## config.mk

```make
export PLATFORM = sky130hd
export DESIGN_NAME = sys_arr_nxn
export DESIGN_NICKNAME = d
export VERILOG_FILES = /design/src/rtl/sys_arr_pkg.sv /design/src/rtl/sys_arr_pe.sv /design/src/rtl/sys_arr_nxn.sv
export SDC_FILE = /design/constraint.sdc
export NUM_CORES = 2
export LEC_CHECK = 0
export ABC_AREA = 1
export ABC_CLOCK_PERIOD_IN_PS = 5600
export CAP_MARGIN = 20
export CORE_ASPECT_RATIO = 0.6
export CORE_MARGIN = 2
export CORE_UTILIZATION = 65
export CTS_BUF_LIST = sky130_fd_sc_hd__clkbuf_16
export DETAILED_ROUTE_END_ITERATION = 8
export DONT_BUFFER_PORTS = 1
export PLACE_DENSITY = 0.81
export REMOVE_ABC_BUFFERS = 1
export SYNTH_ARGS = -nofsm -noshare
export SYNTH_HDL_FRONTEND = slang
export SYNTH_SLANG_ARGS = --single-unit
```

## constraint.sdc

```tcl
create_clock -name clk -period 5.6 [get_ports clk]
set_clock_uncertainty 0.1 [all_clocks]
set_input_delay 1.12 -clock clk [delete_from_list [all_inputs] [get_ports clk]]
set_output_delay 1.12 -clock clk [all_outputs]
set_load 0.005 [all_outputs]
```

## src/rtl/sys_arr_pkg.sv

```systemverilog
// Shared types and helpers for the NxN output-stationary systolic multiplier.
// Holds the controller state encoding, default accumulator width and flat-layout indexing.
package sys_arr_pkg;

  typedef enum logic [1:0] {IDLE, STREAM, DRAIN, DONE} state_e;

  // One full product pass never overflows: 2*DATA_W product bits plus log2(N) carry bits.
  function automatic int acc_w_default(input int n, input int data_w);
    return 2 * data_w + $clog2(n);
  endfunction

  // LSB of element (r,c) in a row-major flat bus of w-bit elements.
  function automatic int flat_lsb(input int r, input int c, input int n, input int w);
    return (r * n + c) * w;
  endfunction

endpackage

```

## src/rtl/sys_arr_pe.sv

```systemverilog
// One processing element: multiply-accumulate, with a register each for the
// eastbound A operand and the southbound B operand.
module sys_arr_pe #(
  parameter int DATA_W = 8,
  parameter int ACC_W  = 18,
  parameter int SIGNED = 0
) (
  input  logic              clk,
  input  logic              rst_n,
  input  logic              clr,
  input  logic              en,
  input  logic [DATA_W-1:0] a_in,
  input  logic [DATA_W-1:0] b_in,
  output logic [DATA_W-1:0] a_out,
  output logic [DATA_W-1:0] b_out,
  output logic [ACC_W-1:0]  acc
);
  localparam int PW = 2 * DATA_W;

  logic [ACC_W-1:0] prod_ext;

  generate
    if (SIGNED != 0) begin : g_sgn
      logic signed [PW-1:0] p;
      assign p        = PW'($signed(a_in)) * PW'($signed(b_in));
      assign prod_ext = {{(ACC_W-PW){p[PW-1]}}, p};
    end else begin : g_uns
      logic [PW-1:0] p;
      assign p        = PW'(a_in) * PW'(b_in);
      assign prod_ext = {{(ACC_W-PW){1'b0}}, p};
    end
  endgenerate

  always_ff @(posedge clk or negedge rst_n) begin
    if (!rst_n) begin
      acc   <= '0;
      a_out <= '0;
      b_out <= '0;
    end else begin
      if (clr)     acc <= '0;
      else if (en) acc <= acc + prod_ext;
      if (en) begin
        a_out <= a_in;
        b_out <= b_in;
      end
    end
  end

endmodule

```

## src/rtl/sys_arr_nxn.sv

```systemverilog
// NxN output-stationary systolic multiplier, C = A*B (+ previous C when accum is set).
// Top holds the job FSM, skew counter, operand latches, edge feed and the C register.
module sys_arr_nxn
  import sys_arr_pkg::*;
#(
  parameter int N      = 3,
  parameter int DATA_W = 8,
  parameter int ACC_W  = acc_w_default(N, DATA_W),
  parameter int SIGNED = 0
) (
  input  logic                    clk,
  input  logic                    rst_n,
  input  logic                    in_valid,
  output logic                    in_ready,
  input  logic                    accum,
  input  logic [N*N*DATA_W-1:0]   A,
  input  logic [N*N*DATA_W-1:0]   B,
  output logic                    out_valid,
  input  logic                    out_ready,
  output logic [N*N*ACC_W-1:0]    C
);
  localparam int K_W = $clog2(3 * N);
  // Skew counter runs 0..3N-2; the last product lands in PE(N-1,N-1) at k=3N-3,
  // so the tail of STREAM plus DRAIN gives a 3N-cycle accept-to-result latency.
  localparam logic [K_W-1:0] K_LAST = K_W'(3 * N - 2);

  state_e         state, state_nxt;
  logic [K_W-1:0] k;
  logic           accept, pe_en, pe_clr;

  logic [N-1:0][N-1:0][DATA_W-1:0] a_q, b_q;
  logic [N-1:0][N-1:0][ACC_W-1:0]  acc;
  logic [N-1:0][DATA_W-1:0]        west, north;
  logic [N-1:0][N:0][DATA_W-1:0]   a_h;
  logic [N:0][N-1:0][DATA_W-1:0]   b_v;
  logic                            unused_edge;

  assign in_ready  = (state == IDLE);
  assign out_valid = (state == DONE);
  assign accept    = in_valid && (state == IDLE);
  assign pe_en     = (state == STREAM) || (state == DRAIN);
  assign pe_clr    = accept && !accum;

  always_comb begin
    state_nxt = state;
    case (state)
      IDLE:    if (in_valid)    state_nxt = STREAM;
      STREAM:  if (k == K_LAST) state_nxt = DRAIN;
      DRAIN:                    state_nxt = DONE;
      DONE:    if (out_ready)   state_nxt = IDLE;
      default:                  state_nxt = IDLE;
    endcase
  end

  always_ff @(posedge clk or negedge rst_n) begin
    if (!rst_n) begin
      state <= IDLE;
      k     <= '0;
      a_q   <= '0;
      b_q   <= '0;
      C     <= '0;
    end else begin
      state <= state_nxt;
      k     <= (state == STREAM) ? k + 1'b1 : '0;
      if (accept) begin
        a_q <= A;
        b_q <= B;
      end
      if (state == DRAIN) C <= acc;
    end
  end

  // Skewed edge feed: row i sees A[i][k-i], column j sees B[k-j][j], zero outside the matrix.
  always_comb begin
    west = '0;
    north = '0;
    if (state == STREAM) begin
      for (int i = 0; i < N; i++) begin
        for (int m = 0; m < N; m++) begin
          if (int'(k) == i + m) begin
            west[i]  = a_q[i][m];
            north[i] = b_q[m][i];
          end
        end
      end
    end
  end

  always_comb begin
    unused_edge = 1'b0;
    for (int i = 0; i < N; i++) unused_edge = unused_edge ^ (^a_h[i][N]) ^ (^b_v[N][i]);
  end

  generate
    for (genvar i = 0; i < N; i++) begin : g_edge
      assign a_h[i][0] = west[i];
      assign b_v[0][i] = north[i];
    end
    for (genvar i = 0; i < N; i++) begin : g_row
      for (genvar j = 0; j < N; j++) begin : g_col
        sys_arr_pe #(.DATA_W(DATA_W), .ACC_W(ACC_W), .SIGNED(SIGNED)) u_pe (
          .clk   (clk),
          .rst_n (rst_n),
          .clr   (pe_clr),
          .en    (pe_en),
          .a_in  (a_h[i][j]),
          .b_in  (b_v[i][j]),
          .a_out (a_h[i][j+1]),
          .b_out (b_v[i+1][j]),
          .acc   (acc[i][j])
        );
      end
    end
  endgenerate

endmodule

```

## Word-level counts from Yosys, hierarchy flattened

Index checks and enable logic that the tools add are counted.

| storage, ports and cells | value |
|---|---|
| bits of input ports | 149 |
| bits in registers | 570 |
| output and inout port bits | 164 |
| word-level logic and storage cells | 123 |
| bits in writable memories | 0 |
| bits in latches | 0 |
| memories kept | 0 |
| ROM bits | 0 |

| operators by class | value |
|---|---|
| $lt $le $gt $ge | 0 |
| divide/modulo/power cells | 0 |
| shift-type cells | 0 |
| equality and inequality tests | 11 |
| bitwise operators | 0 |
| reduce and logical (&&, ||, !) cells | 8 |
| muxes and demuxes | 43 |
| $add $sub $neg | 10 |
| $mul | 9 |

Operators by type and width:

| operator | number |
|---|---|
| two-way mux 18 bit | 18 |
| adder 18 x 16 -> 18 bit | 9 |
| multiplier 8 x 8 -> 16 bit | 9 |
| two-way mux 8 bit | 18 |
| two-way mux 24 bit | 2 |
| == test 4 x 3 -> 1 bit (second input constant) | 3 |
| one-hot mux 2 bit (4 select lines) | 1 |
| two-way mux 2 bit | 3 |
| adder 4 x 1 -> 4 bit (second input constant) | 1 |
| == test 2 bit (second input constant) | 2 |
| == test 4 x 2 -> 1 bit (second input constant) | 1 |
| == test 4 bit (second input constant) | 1 |
| logical NOT 4 bit | 1 |
| two-way mux 4 bit | 1 |
| != test 2 bit (second input constant) | 2 |
| AND reduction 3 bit | 1 |
| == test 2 x 1 -> 1 bit (second input constant) | 1 |
| logical AND 1 bit | 2 |
| logical NOT 2 bit | 1 |
| != test 2 x 1 -> 1 bit (second input constant) | 1 |
| nonzero test 2 bit | 1 |
| logical NOT 1 bit | 1 |
| logical OR 1 bit | 1 |

## Depth between registers and ports, before layout

| depth | value |
|---|---|
| depth in word-level cells | 9 |
| depth in mapped cells | 28 |
| gate-level depth less buffers | 27 |

## Modules after synthesis

From an unflattened synthesis, not the netlist that was laid out.

| second synthesis, totals | value |
|---|---|
| cells, all modules | 6667 |
| area, all modules | 51259.2 um2 |

By module, submodules not included:

| module | times used | cells each | sequential area each (um2) | area an instance (um2) |
|---|---|---|---|---|
| sys_arr_pe (g_row[0].g_col[2].u_pe ...) | 6 | 585 | 850.8 | 4222.8 |
| sys_arr_nxn | 1 | 1413 | 7807.5 | 13315.3 |
| sys_arr_pe (g_row[0].g_col[0].u_pe ...) | 2 | 581 | 850.8 | 4200.3 |
| sys_arr_pe (g_row[2].g_col[1].u_pe) | 1 | 582 | 850.8 | 4206.5 |

## Least setup slack after synthesis

Ideal clock, no wire load.

| timing | value |
|---|---|
| kind | register -> register |
| start point | register k[0] |
| end point | register g_row[0].g_col[0].u_pe.acc[17] |
| setup time | 117 ps |
| path buffers | 1 |
| setup slack | 797 ps |
| clock period less this slack | 4803 ps |
| arrival | 4585 ps |
| stages on the path, launching flop included | 26 |
| required time | 5383 ps |
| path through | dfrtp_1 > ha_1 > inv_1 > clkbuf_1 > nand3_1 > o211ai_1 > nand3_2 > inv_2 > nand2_1 > fa_1 > inv_1 > fa_1 > inv_1 > fa_1 > fa_1 > inv_1 > ha_1 > nand2_1 > nor2_1 > nand2_1 > nand3_1 > nand2_1 > nand2_1 > nand2_1 > nand3_1 > nand2_1 |

| on the way | value |
|---|---|
| word-level cells in the longest chain between the ends | 9 |
| elaborated cells on any way between the ends | 15 |
| those cells by class | add/sub: 1; mul: 1; eq/ne: 2; mux: 10; reduce/logical: 1 |

Ends and longest elaborated chain:

| item | line | source |
|---|---|---|
| start: declaration | sys_arr_nxn.sv:28 | `logic [K_W-1:0] k;` |
| start signal: assignment | sys_arr_nxn.sv:64 | `k <= (state == STREAM) ? k + 1'b1 : '0;` |
| logical NOT 4 bit | sys_arr_nxn.sv:80 | `if (int'(k) == i + m) begin` |
| two-way mux 8 bit (3 in a row) | sys_arr_nxn.sv:80 |  |
| two-way mux 24 bit | sys_arr_nxn.sv:77 | `if (state == STREAM) begin` |
| multiplier 8 x 8 -> 16 bit (*) | sys_arr_pe.sv:29 | `assign p = PW'(a_in) * PW'(b_in);` |
| adder 18 x 16 -> 18 bit (*) | sys_arr_pe.sv:41 | `else if (en) acc <= acc + prod_ext;` |
| two-way mux 18 bit (*) | sys_arr_pe.sv:41 |  |
| two-way mux 18 bit (*) | sys_arr_pe.sv:40 | `if (clr) acc <= '0;` |
| end signal: assignment | sys_arr_pe.sv:41 |  |
| end: declaration | sys_arr_pe.sv:16 | `output logic [ACC_W-1:0] acc` |

Mark *: on every way between the ends. The rest lies on a longest branch, timed or not. The select of a mux whose other input is x is not followed.
A chain may end at the register's enable or synchronous reset.

## Worst setup path after layout

| timing | value |
|---|---|
| start point | register k[1] |
| end point | register g_row[0].g_col[0].u_pe.acc[17] |

Same word-level chain as after synthesis.

==> metrics <==
MaxCap Viol Count=0; DRC errors left=0; Max rail drop VDD=0.798 mV; Max stage delay on crit path=500 ps; M1 WL=54.6 mm; Clock Latency Late Sink=680 ps; CP arrival=5960 ps; Largest delay share family, worst path=adder cells; Distinct cells, synth=39; CTS tree=yes; Clock Sink Count=570; setup ws final=99.3 ps; reg2reg end=g_row[0].g_col[0].u_pe.acc[17]; Die Span Y=214 um; ys async rst share=100%; Post-Syn Instances=5,771; io pins=313; starting density of the core=66.0%; Final min period=5500 ps; Non-Filler Instances=6,712; Die W=354 um; Area growth syn-to-layout=5.97%; core area=0.0722 mm^2; crit path max-delay cell type=fa_1; dpl hpwl=93.6 mm; nets=6,649; WP buf/inv=8; router iterations before antenna repair=6; ys flop type=dfrtp_1; Die Area=0.0756 mm^2; initial drt markers=4,219; pre-CTS setup slack=171 ps; synthesized area=0.0476 mm^2; root buffer cell=clkbuf_16; antenna violations before repair=12; number of flops mapped to enable cells by yosys=0; Avg Synthesized Cell Area=8.26 um^2; R2R depth=27; worst-margin pin slew=1600 ps; I/O Buffers=0; routability cong.=0.948; HP Class=primary input to async pin; layout cells sized above 1=7.72%; total grt overflow=0; CP most frequent cell=nand2_1; sequential area share after synthesis=29.9%; P_leak=28.5 nW; Avg WL per Cell=18.5 um; worst path required time=6060 ps; Final Setup Violations=0; uppermost layer routed=met5; R2R setup slack=100 ps; Worst-path clk slew=70 ps; CP Class=register to register; Rows=76; post-route antenna net violation count=0; largest net degree at the start of global routing=571; worst-path maximum fanout=6; WL final=124 mm; first-pass GRT wire length=201 mm; met3 wire length=13.1 mm; number of synthesized register bits=570; CP startpoint kind=register; worst-case clock buffer depth=3; RSZ-0062 raised after global routing=yes; Vias=37,200; fmax=182 MHz; failing checks=slew limit; Inst Count DP=6,578; Max-slew headroom=-6.85%; GRT Overall Usage=33.6%; DR vias/cell=5.54; Inserted Clock Buffers=56; Ys Warns=0; Worst Setup SP=k[1]; PD cells=408 mW/mm^2; routed wl met2=53.3 mm; run status=finished, violations left; htree depth=2; vias in the first global route=37,100; Slew Viols, Final=112; Design Power=20.6 mW; Final Hold Violating Endpoints=0; CP Capture Type=register; worst flop-to-flop path startpoint=k[1]; Tcrit/Tclk final=98.2%
## where the power goes
part	internal (mW)	switching, mW	leakage, nW
sequential	5.66	1.79	7.38
clock	2.23	1.85	0.936
combinational	3.01	6.06	20.2
## layer usage
layer / GRT usage, % / vias to the layer above
met2: 50.2 / 1667
li1: - / 17300
met5: 0 / -
met1: 49.6 / 18000
met3: 8.15 / 208
met4: 8.91 / 2
## cell usage after synthesis (35+ instances only)
library cell / number / area (um^2)
inv_1: 1314 / 4930
nand2_1: 1303 / 4890
dfrtp_1: 570 / 14300
nor2_1: 477 / 1790
fa_1: 450 / 9010
ha_1: 368 / 4600
nand3_1: 303 / 1520
mux2_2: 204 / 2300
a21oi_1: 194 / 971
o21ai_0: 127 / 636
clkbuf_1: 112 / 420
buf_2: 53 / 265
nand4_1: 37 / 231
o21ai_1: 37 / 185
nand3_2: 35 / 350
## through the flow
stage / TNS (ps) / area [um^2] / utilization, % / hold slack, ps
finish: 0 / 50500 / 70.0 / 69.3
floorplan: -525910 / 46800 / - / 349
global route: -918 / 50500 / 70.0 / 42.0
detailed placement: 0 / 48300 / 66.9 / 365
CTS: 0 / 50200 / 69.6 / 34.4
global placement: 0 / 48300 / 66.9 / 361
## placed cells by master, fill, tap and decap left out, types with 39 or more instances in the layout
cell / instances
ha_1: 364
mux2_2: 204
nor2_1: 474
fa_1: 450
dfrtp_1: 568
clkbuf_16: 56
nand2_1: 1302
inv_1: 1316
buf_4: 39
nand3_1: 302
o21ai_0: 127
a21oi_1: 194
## worst max path at each step
stage	end	slack [ps]	cells after the start
final	g_row[0].g_col[0].u_pe.acc[17]	100	27
after detailed placement	g_row[0].g_col[1].u_pe.acc[15]	170	22
after CTS	g_row[0].g_col[1].u_pe.acc[15]	130	22
after global placement	g_row[0].g_col[1].u_pe.acc[13]	350	23
after floorplan	g_row[0].g_col[0].u_pe.acc[4]	-3690	5
after global routing	g_row[0].g_col[0].u_pe.acc[17]	-180	27
## worst reg2reg max path: cells and delay by family (launching register included)
family	cells	cell delay [ps]
compound gates	1	100
simple gates	12	1190
buf+inv	8	1020
fa+ha+maj	6	2550
flops	1	410
## registers in the layout, summed over array words and instances, names as in the netlist
signal,flops
C,162
a_q,72
b_q,72
g_row.g_col.u_pe.a_out,48
g_row.g_col.u_pe.acc,162
g_row.g_col.u_pe.b_out,48
k,4
state,2
## what timing repair did
item,4_1_cts,5_1_grt
buffers inserted,0,21
resized for setup,0,19
setup endpoints to repair,0,38
hold endpoints to repair,0,0
hold buffers,0,0
## cell type report
type | instances | area (um^2)
repair buffers | 47 | 429
clock buffers | 56 | 1400
clock inverters | 47 | 528
diodes | 10 | 25.0
flip-flops and latches | 570 | 14300
multi-input cells | 3683 | 27600
fillers | 5591 | 21700
inverters | 1324 | 5000
well taps | 975 | 1220
## cells by family after synthesis
group	synth area share, %
AO/OA/AOI/OAI	4.60
XOR/XNOR	0.276
adder cells (fa/ha/maj)	28.6
buffers and inverters	12.2
flip-flops	29.9
multiplexers	4.82
AND/OR/NAND/NOR	19.6
Power figures use the tool's default switching activity.
